--- config.mk ---
export PLATFORM = sky130hd
export DESIGN_NAME = tohost_console_flat
export DESIGN_NICKNAME = d
export VERILOG_FILES = /design/src/rtl/tohost_console_if.sv /design/src/rtl/tohost_console.sv /design/src/flat_wrapper.sv
export SDC_FILE = /design/constraint.sdc
export NUM_CORES = 1
export LEC_CHECK = 0
export ABC_AREA = 1
export CAP_MARGIN = 20
export CORE_ASPECT_RATIO = 1.1
export CORE_UTILIZATION = 50
export DETAILED_ROUTE_END_ITERATION = 8
export PLACE_DENSITY = 0.67
export RECOVER_POWER = 50
export SETUP_SLACK_MARGIN = 0.5
export SYNTH_ARGS = -nofsm -noshare
export SYNTH_HDL_FRONTEND = slang
export SYNTH_SLANG_ARGS = --single-unit
export TNS_END_PERCENT = 50
--- constraint.sdc ---
create_clock -name CLK -period 5.8 [get_ports CLK]
set_clock_uncertainty 0.1 [all_clocks]
set_input_delay 1.16 -clock CLK [delete_from_list [all_inputs] [get_ports CLK]]
set_output_delay 1.16 -clock CLK [all_outputs]
set_load 0.01 [all_outputs]
--- src/rtl/tohost_console_if.sv ---
`default_nettype none
// ============================================================================
//  Module   : tohost_console_if
//  Purpose  : Bundles the tohost write port, the UART TX handshake and the
//             console status outputs of tohost_console.
//  Ports    : master - core/UART side (drives WE, WDATA, TX_READY)
//             slave  - the console (drives TX_DATA, TX_WE and status)
//  Revision : 1.0 - initial release
// ============================================================================
interface tohost_console_if #(
  parameter int CNT_W = 16
);
  logic             WE;
  logic [31:0]      WDATA;
  logic             TX_READY;
  logic [7:0]       TX_DATA;
  logic             TX_WE;
  logic             HALTED;
  logic             DONE;
  logic [15:0]      EXIT_CODE;
  logic             FULL;
  logic             EMPTY;
  logic [CNT_W-1:0] DROP_CNT;

  modport master (
    output WE, WDATA, TX_READY,
    input  TX_DATA, TX_WE, HALTED, DONE, EXIT_CODE, FULL, EMPTY, DROP_CNT
  );

  modport slave (
    input  WE, WDATA, TX_READY,
    output TX_DATA, TX_WE, HALTED, DONE, EXIT_CODE, FULL, EMPTY, DROP_CNT
  );
endinterface
`default_nettype wire

--- src/rtl/tohost_console.sv ---
`default_nettype none
// ============================================================================
//  Module   : tohost_console
//  Purpose  : Decodes tohost MMIO writes, queues print characters in a byte
//             FIFO and drains them one at a time into a UART TX port.
//             Latches the exit code of the halt command and raises DONE once
//             every queued character has been handed to the UART.
//  Ports    : CLK   - system clock, rising edge
//             RST_X - asynchronous active-low reset
//             bus   - tohost_console_if.slave (WE/WDATA in, TX handshake,
//                     HALTED/DONE/EXIT_CODE/FULL/EMPTY/DROP_CNT out)
//  Revision : 1.0 - initial release
// ============================================================================
module tohost_console #(
  parameter int QUEUE_SIZE = 64,
  parameter int CNT_W      = 16
) (
  input  logic                   CLK,
  input  logic                   RST_X,
  tohost_console_if.slave        bus
);

  localparam int           AW         = $clog2(QUEUE_SIZE);
  localparam logic [AW:0]  FULL_COUNT = QUEUE_SIZE[AW:0];

  localparam logic [1:0]   CMD_PRINT  = 2'd1;
  localparam logic [1:0]   CMD_HALT   = 2'd2;

  typedef enum logic [1:0] {
    IDLE  = 2'd0,
    SEND  = 2'd1,
    GUARD = 2'd2,
    WAIT  = 2'd3
  } state_t;

  state_t            state;
  state_t            state_next;

  logic [7:0]        mem [QUEUE_SIZE];
  logic [AW-1:0]     wr_ptr;
  logic [AW-1:0]     rd_ptr;
  logic [AW:0]       count;

  logic [7:0]        tx_data;
  logic              tx_we;
  logic              halted;
  logic              done;
  logic [15:0]       exit_code;
  logic [CNT_W-1:0]  drop_cnt;

  logic              full;
  logic              empty;
  logic              accept;
  logic [1:0]        cmd;
  logic              push_req;
  logic              push;
  logic              drop;
  logic              pop;
  logic              unused_wdata;

  assign unused_wdata = ^bus.WDATA[31:18];

  // FULL is the pre-pop occupancy, so a push racing a pop on a full FIFO
  // is still dropped.
  assign full     = (count == FULL_COUNT);
  assign empty    = (count == '0);

  assign accept   = bus.WE && !halted;
  assign cmd      = bus.WDATA[17:16];
  assign push_req = accept && (cmd == CMD_PRINT);
  assign push     = push_req && !full;
  assign drop     = push_req && full;

  // --------------------------------------------------------------------------
  // Drain FSM: state register
  // --------------------------------------------------------------------------
  always_ff @(posedge CLK or negedge RST_X) begin
    if (!RST_X) begin
      state <= IDLE;
    end else begin
      state <= state_next;
    end
  end

  // --------------------------------------------------------------------------
  // Drain FSM: next state and pop decision
  // GUARD absorbs the UART's latency in dropping TX_READY after a send, so
  // WAIT never sees a stale READY from before the strobe.
  // --------------------------------------------------------------------------
  always_comb begin
    state_next = state;
    pop        = 1'b0;
    case (state)
      IDLE: begin
        if (!empty && bus.TX_READY) begin
          pop        = 1'b1;
          state_next = SEND;
        end
      end
      SEND:    state_next = GUARD;
      GUARD:   state_next = WAIT;
      WAIT: begin
        if (bus.TX_READY) begin
          state_next = IDLE;
        end
      end
      default: state_next = IDLE;
    endcase
  end

  // --------------------------------------------------------------------------
  // FIFO storage: deliberately not reset
  // --------------------------------------------------------------------------
  always_ff @(posedge CLK) begin
    if (push) begin
      mem[wr_ptr] <= bus.WDATA[7:0];
    end
  end

  // --------------------------------------------------------------------------
  // Pointers, occupancy, TX register, status
  // --------------------------------------------------------------------------
  always_ff @(posedge CLK or negedge RST_X) begin
    if (!RST_X) begin
      wr_ptr    <= '0;
      rd_ptr    <= '0;
      count     <= '0;
      tx_data   <= 8'h00;
      tx_we     <= 1'b0;
      halted    <= 1'b0;
      done      <= 1'b0;
      exit_code <= 16'h0000;
      drop_cnt  <= '0;
    end else begin
      if (push) begin
        wr_ptr <= wr_ptr + 1'b1;
      end
      if (pop) begin
        rd_ptr  <= rd_ptr + 1'b1;
        tx_data <= mem[rd_ptr];
      end

      case ({push, pop})
        2'b10:   count <= count + 1'b1;
        2'b01:   count <= count - 1'b1;
        default: count <= count;
      endcase

      // Strobe is high exactly for the SEND cycle.
      tx_we <= (state_next == SEND);

      if (drop && (drop_cnt != '1)) begin
        drop_cnt <= drop_cnt + 1'b1;
      end

      if (accept && (cmd == CMD_HALT)) begin
        halted    <= 1'b1;
        exit_code <= bus.WDATA[15:0];
      end

      // Uses the registered HALTED, so characters queued before the halt
      // command are already counted in EMPTY.
      if (halted && empty && (state == IDLE) && bus.TX_READY) begin
        done <= 1'b1;
      end
    end
  end

  assign bus.TX_DATA   = tx_data;
  assign bus.TX_WE     = tx_we;
  assign bus.HALTED    = halted;
  assign bus.DONE      = done;
  assign bus.EXIT_CODE = exit_code;
  assign bus.FULL      = full;
  assign bus.EMPTY     = empty;
  assign bus.DROP_CNT  = drop_cnt;

endmodule
`default_nettype wire

--- src/flat_wrapper.sv ---
// flat-port wrapper written by rule: the top's interface ports become plain ports
module tohost_console_flat 
#(
  parameter int QUEUE_SIZE = 64,
  parameter int CNT_W      = 16
)
  (CLK, RST_X, bus_WE, bus_WDATA, bus_TX_READY, bus_TX_DATA, bus_TX_WE, bus_HALTED, bus_DONE, bus_EXIT_CODE, bus_FULL, bus_EMPTY, bus_DROP_CNT);
  tohost_console_if #(.CNT_W(CNT_W)) bus_i ();
  input  logic CLK;
  input  logic RST_X;
  input wire logic [$bits(bus_i.WE)-1:0] bus_WE;
  input wire logic [$bits(bus_i.WDATA)-1:0] bus_WDATA;
  input wire logic [$bits(bus_i.TX_READY)-1:0] bus_TX_READY;
  output wire logic [$bits(bus_i.TX_DATA)-1:0] bus_TX_DATA;
  output wire logic [$bits(bus_i.TX_WE)-1:0] bus_TX_WE;
  output wire logic [$bits(bus_i.HALTED)-1:0] bus_HALTED;
  output wire logic [$bits(bus_i.DONE)-1:0] bus_DONE;
  output wire logic [$bits(bus_i.EXIT_CODE)-1:0] bus_EXIT_CODE;
  output wire logic [$bits(bus_i.FULL)-1:0] bus_FULL;
  output wire logic [$bits(bus_i.EMPTY)-1:0] bus_EMPTY;
  output wire logic [$bits(bus_i.DROP_CNT)-1:0] bus_DROP_CNT;
  assign bus_i.WE = bus_WE;
  assign bus_i.WDATA = bus_WDATA;
  assign bus_i.TX_READY = bus_TX_READY;
  assign bus_TX_DATA = bus_i.TX_DATA;
  assign bus_TX_WE = bus_i.TX_WE;
  assign bus_HALTED = bus_i.HALTED;
  assign bus_DONE = bus_i.DONE;
  assign bus_EXIT_CODE = bus_i.EXIT_CODE;
  assign bus_FULL = bus_i.FULL;
  assign bus_EMPTY = bus_i.EMPTY;
  assign bus_DROP_CNT = bus_i.DROP_CNT;
  tohost_console #(.QUEUE_SIZE(QUEUE_SIZE), .CNT_W(CNT_W)) u_core (.CLK(CLK), .RST_X(RST_X), .bus(bus_i));
endmodule
==> results_dict.tcl <==
set metrics [dict create \
    status "finished with violations" \
    violations "max-capacitance violations, max-slew violations" \
    die_x_um 210.3 \
    endpoint_kind "flop" \
    grt_pass1_wl_um 85840 \
    start_util 0.5084 \
    path_buf_inv 2 \
    wl_per_cell_um 19.84 \
    finalHoldViolCount 0 \
    drv_slew 552 \
    slew_headroom -1.436 \
    vias_per_cell 5.431 \
    post-dp-hpwl_um 32490 \
    nNetsFinal 2193 \
    synthTopCellsByArea "edfxtp_1 64%, nand2_1 13%, nand3_1 6.7%" \
    nFillCells 3863 \
    antenna_cells 0 \
    final_cell_area_sq_um 26650 \
    synth.distinct_cells 38 \
    ys_seq_area_frac 0.7114 \
    vdd_drop_max_v 0.0002653 \
    drtIter0Drc 1385 \
    yosysTopAreaCell "edfxtp_1" \
    antenna_found_initial 0 \
    fp.coreArea_sq_um 46940 \
    timing.final.crit_share 0.7018 \
    finalSetupTns_ps 0 \
    drive_above_1_share 0.06515 \
    cellLeakagePower_nw 9.959 \
    slowest_delay_ps 2560 \
    drt-total-wl_um 56180 \
    postCtsHoldBufs 0 \
    row_count 83 \
    port_buffers 66 \
    cp_max_fo 65 \
    path_class "primary input to flop" \
    hold_path_class "flop to flop" \
    syn_to_final_growth_pct 11.66 \
    synth-edff-count 512 \
    start_kind "primary input" \
    async_flop_share 0.1111 \
    p_per_area_nw_per_um2 431.5 \
    synth_flop_cell "edfxtp_1" \
    rsz0062_at_grt "no" \
    setup-violations-final 0 \
    cts_resized 0 \
    first_pass_iters 6 \
    htree_levels 2 \
    grt.total_usage 0.2347 \
    synth_fp_nets 2156 \
    dieArea_sq_um 48610 \
    required_ps 5570 \
    grt_overflow 0 \
    crit_chain "buf_2, clkbuf_1" \
    cp.arrival_ps 3840 \
    finalWeightedCongestion 0.8820 \
    post-cts-setup-buffers 0 \
    worst_pin_slew_ps 3655 \
    ios 81 \
    drc 0 \
    slowest_stage "clkbuf_1" \
    clk_latency_ps 610 \
    grt_max_degree 112 \
    cap_violations 11 \
    cts-root-buf "clkbuf_16" \
    synth.avg_cell_area_sq_um 11.29 \
    path_delay_family "buffers and inverters" \
    cts_tree "done" \
    yosysMostFrequentCell "nand2_1" \
    postSynthRegisterBits 576 \
    dieHeight_um 231.1 \
    clock_sinks 576 \
    via_count 15380 \
    synth_warnings 0 \
    period_minus_slack_ps 4070 \
    netlist.area_leader.share 0.6443 \
    cts.path.max_buffers 3 \
    synth_area_sq_um 23860 \
    synthTopCellsByCount "797 x nand2_1, 512 x edfxtp_1, 321 x nand3_1, 91 x nor2_1, 68 x buf_2" \
    post_dp_cell_area_sq_um 24950 \
    grt_pass1_vias 14414 \
    numCtsBuffers 55 \
    synth_cells 2114 \
    drt.antenna.violating_nets 0 \
    clk_pin_slew_ps 60 \
    max_freq_mhz 245.7 \
]
-- area by class of cell --
cell class / instances / area [sq um] / area share
Sequential cell: 576 / 16980 / 0.6373
Multi-Input combinational cell: 1385 / 6191 / 0.2323
Clock buffer: 68 / 1508 / 0.05658
Tap cell: 637 / 797.0 / 0.02991
Timing Repair Buffer: 89 / 758.2 / 0.02846
Clock inverter: 33 / 240.2 / 0.009016
Inverter: 44 / 170.2 / 0.006386
-- flip-flops by register name, summed over array words and instances (netlist names) --
name and cells:
u_core.mem 512, u_core.bus.DROP_CNT 16, u_core.bus.EXIT_CODE 16, u_core.bus.TX_DATA 8, u_core.count 7, u_core.rd_ptr 6, u_core.wr_ptr 6, u_core.state 2
u_core.bus.DONE 1, u_core.bus.HALTED 1, u_core.bus.TX_WE 1
-- power breakdown --
group	leakage (nW)	internal, mW	switching (mW)
clock network	0.868	1.94	1.53
logic	3.70	0.923	2.32
registers	5.39	4.60	0.187
-- through the flow --
step                power (mW)  utilization  cells  hold WS, ps  worst slack (ps)
floorplan                7.084            -   2114        403.2              2600
global placement         8.018       0.5315   2731        355.9              1677
detailed placement       8.073       0.5315   2731        358.6              1601
CTS                      11.51       0.5687   2832        372.4              2247
global route             12.03       0.5677   2832        396.0              1400
finish                   11.50       0.5677   2832        369.6              1730
-- worst paths after layout --
kind,from,endpoint,slack (ps),cells past startpoint
worst max-delay path,bus_WDATA[3],u_core.mem[11][3]$_DFFE_PP_,1730,2
worst min-delay path,u_core.bus.DONE$_DFFE_PN0P_,u_core.bus.DONE$_DFFE_PN0P_,370,1
worst max register to register,u_core.count[0]$_DFFE_PN0P_,u_core.count[4]$_DFFE_PN0P_,2260,16
worst min register to register,u_core.bus.DONE$_DFFE_PN0P_,u_core.bus.DONE$_DFFE_PN0P_,370,1
max in group asynchronous,RST_X,u_core.bus.DROP_CNT[9]$_DFFE_PN0P_,2080,2
min in group asynchronous,RST_X,u_core.bus.DROP_CNT[6]$_DFFE_PN0P_,1070,1
-- kinds of logic after synthesis --
| kind of cell | count (synthesis) | synth area share |
|---|---|---|
| flops | 576 | 0.7114 |
| mux | 16 | 0.007550 |
| simple gates | 1242 | 0.2180 |
| buf+inv | 153 | 0.02889 |
| xor+xnor | 33 | 0.01211 |
| compound gates | 88 | 0.01898 |
| fa+ha+maj | 6 | 0.003146 |
-- per-layer routing --
metal / global-route usage / wire length, um / share of wire / vias up
met1: 0.3320 / 24230 / 0.43 / 7280
met4: 0.07687 / 1475 / 0.026 / 0
met5: 0 / 0 / 0 / -
met2: 0.3710 / 26070 / 0.46 / 671
met3: 0.03957 / 4414 / 0.079 / 100
li1: - / - / - / 7329
-- placed cells by master, fill, tap and decap left out, types with 2 or more instances in the layout --
master / instances
nor4_1: 2
clkinv_1: 9
bufinv_16: 2
nand3_2: 4
a21oi_1: 66
mux2_2: 16
dfrtp_1: 62
nor2_1: 92
clkinv_2: 17
clkbuf_16: 57
clkinvlp_4: 3
xor2_1: 23
nor3_1: 6
inv_6: 2
edfxtp_1: 512
buf_4: 12
clkdlybuf4s50_1: 55
nor2_4: 2
clkbuf_1: 21
nand4_1: 8
nand2_1: 797
nor2_2: 2
o21ai_0: 17
clkbuf_8: 4
inv_1: 36
xnor2_1: 10
inv_2: 5
clkinv_4: 2
nand3_1: 321
dlygate4sd3_1: 2
buf_2: 5
ha_1: 6
Power figures use the tool's default switching activity.
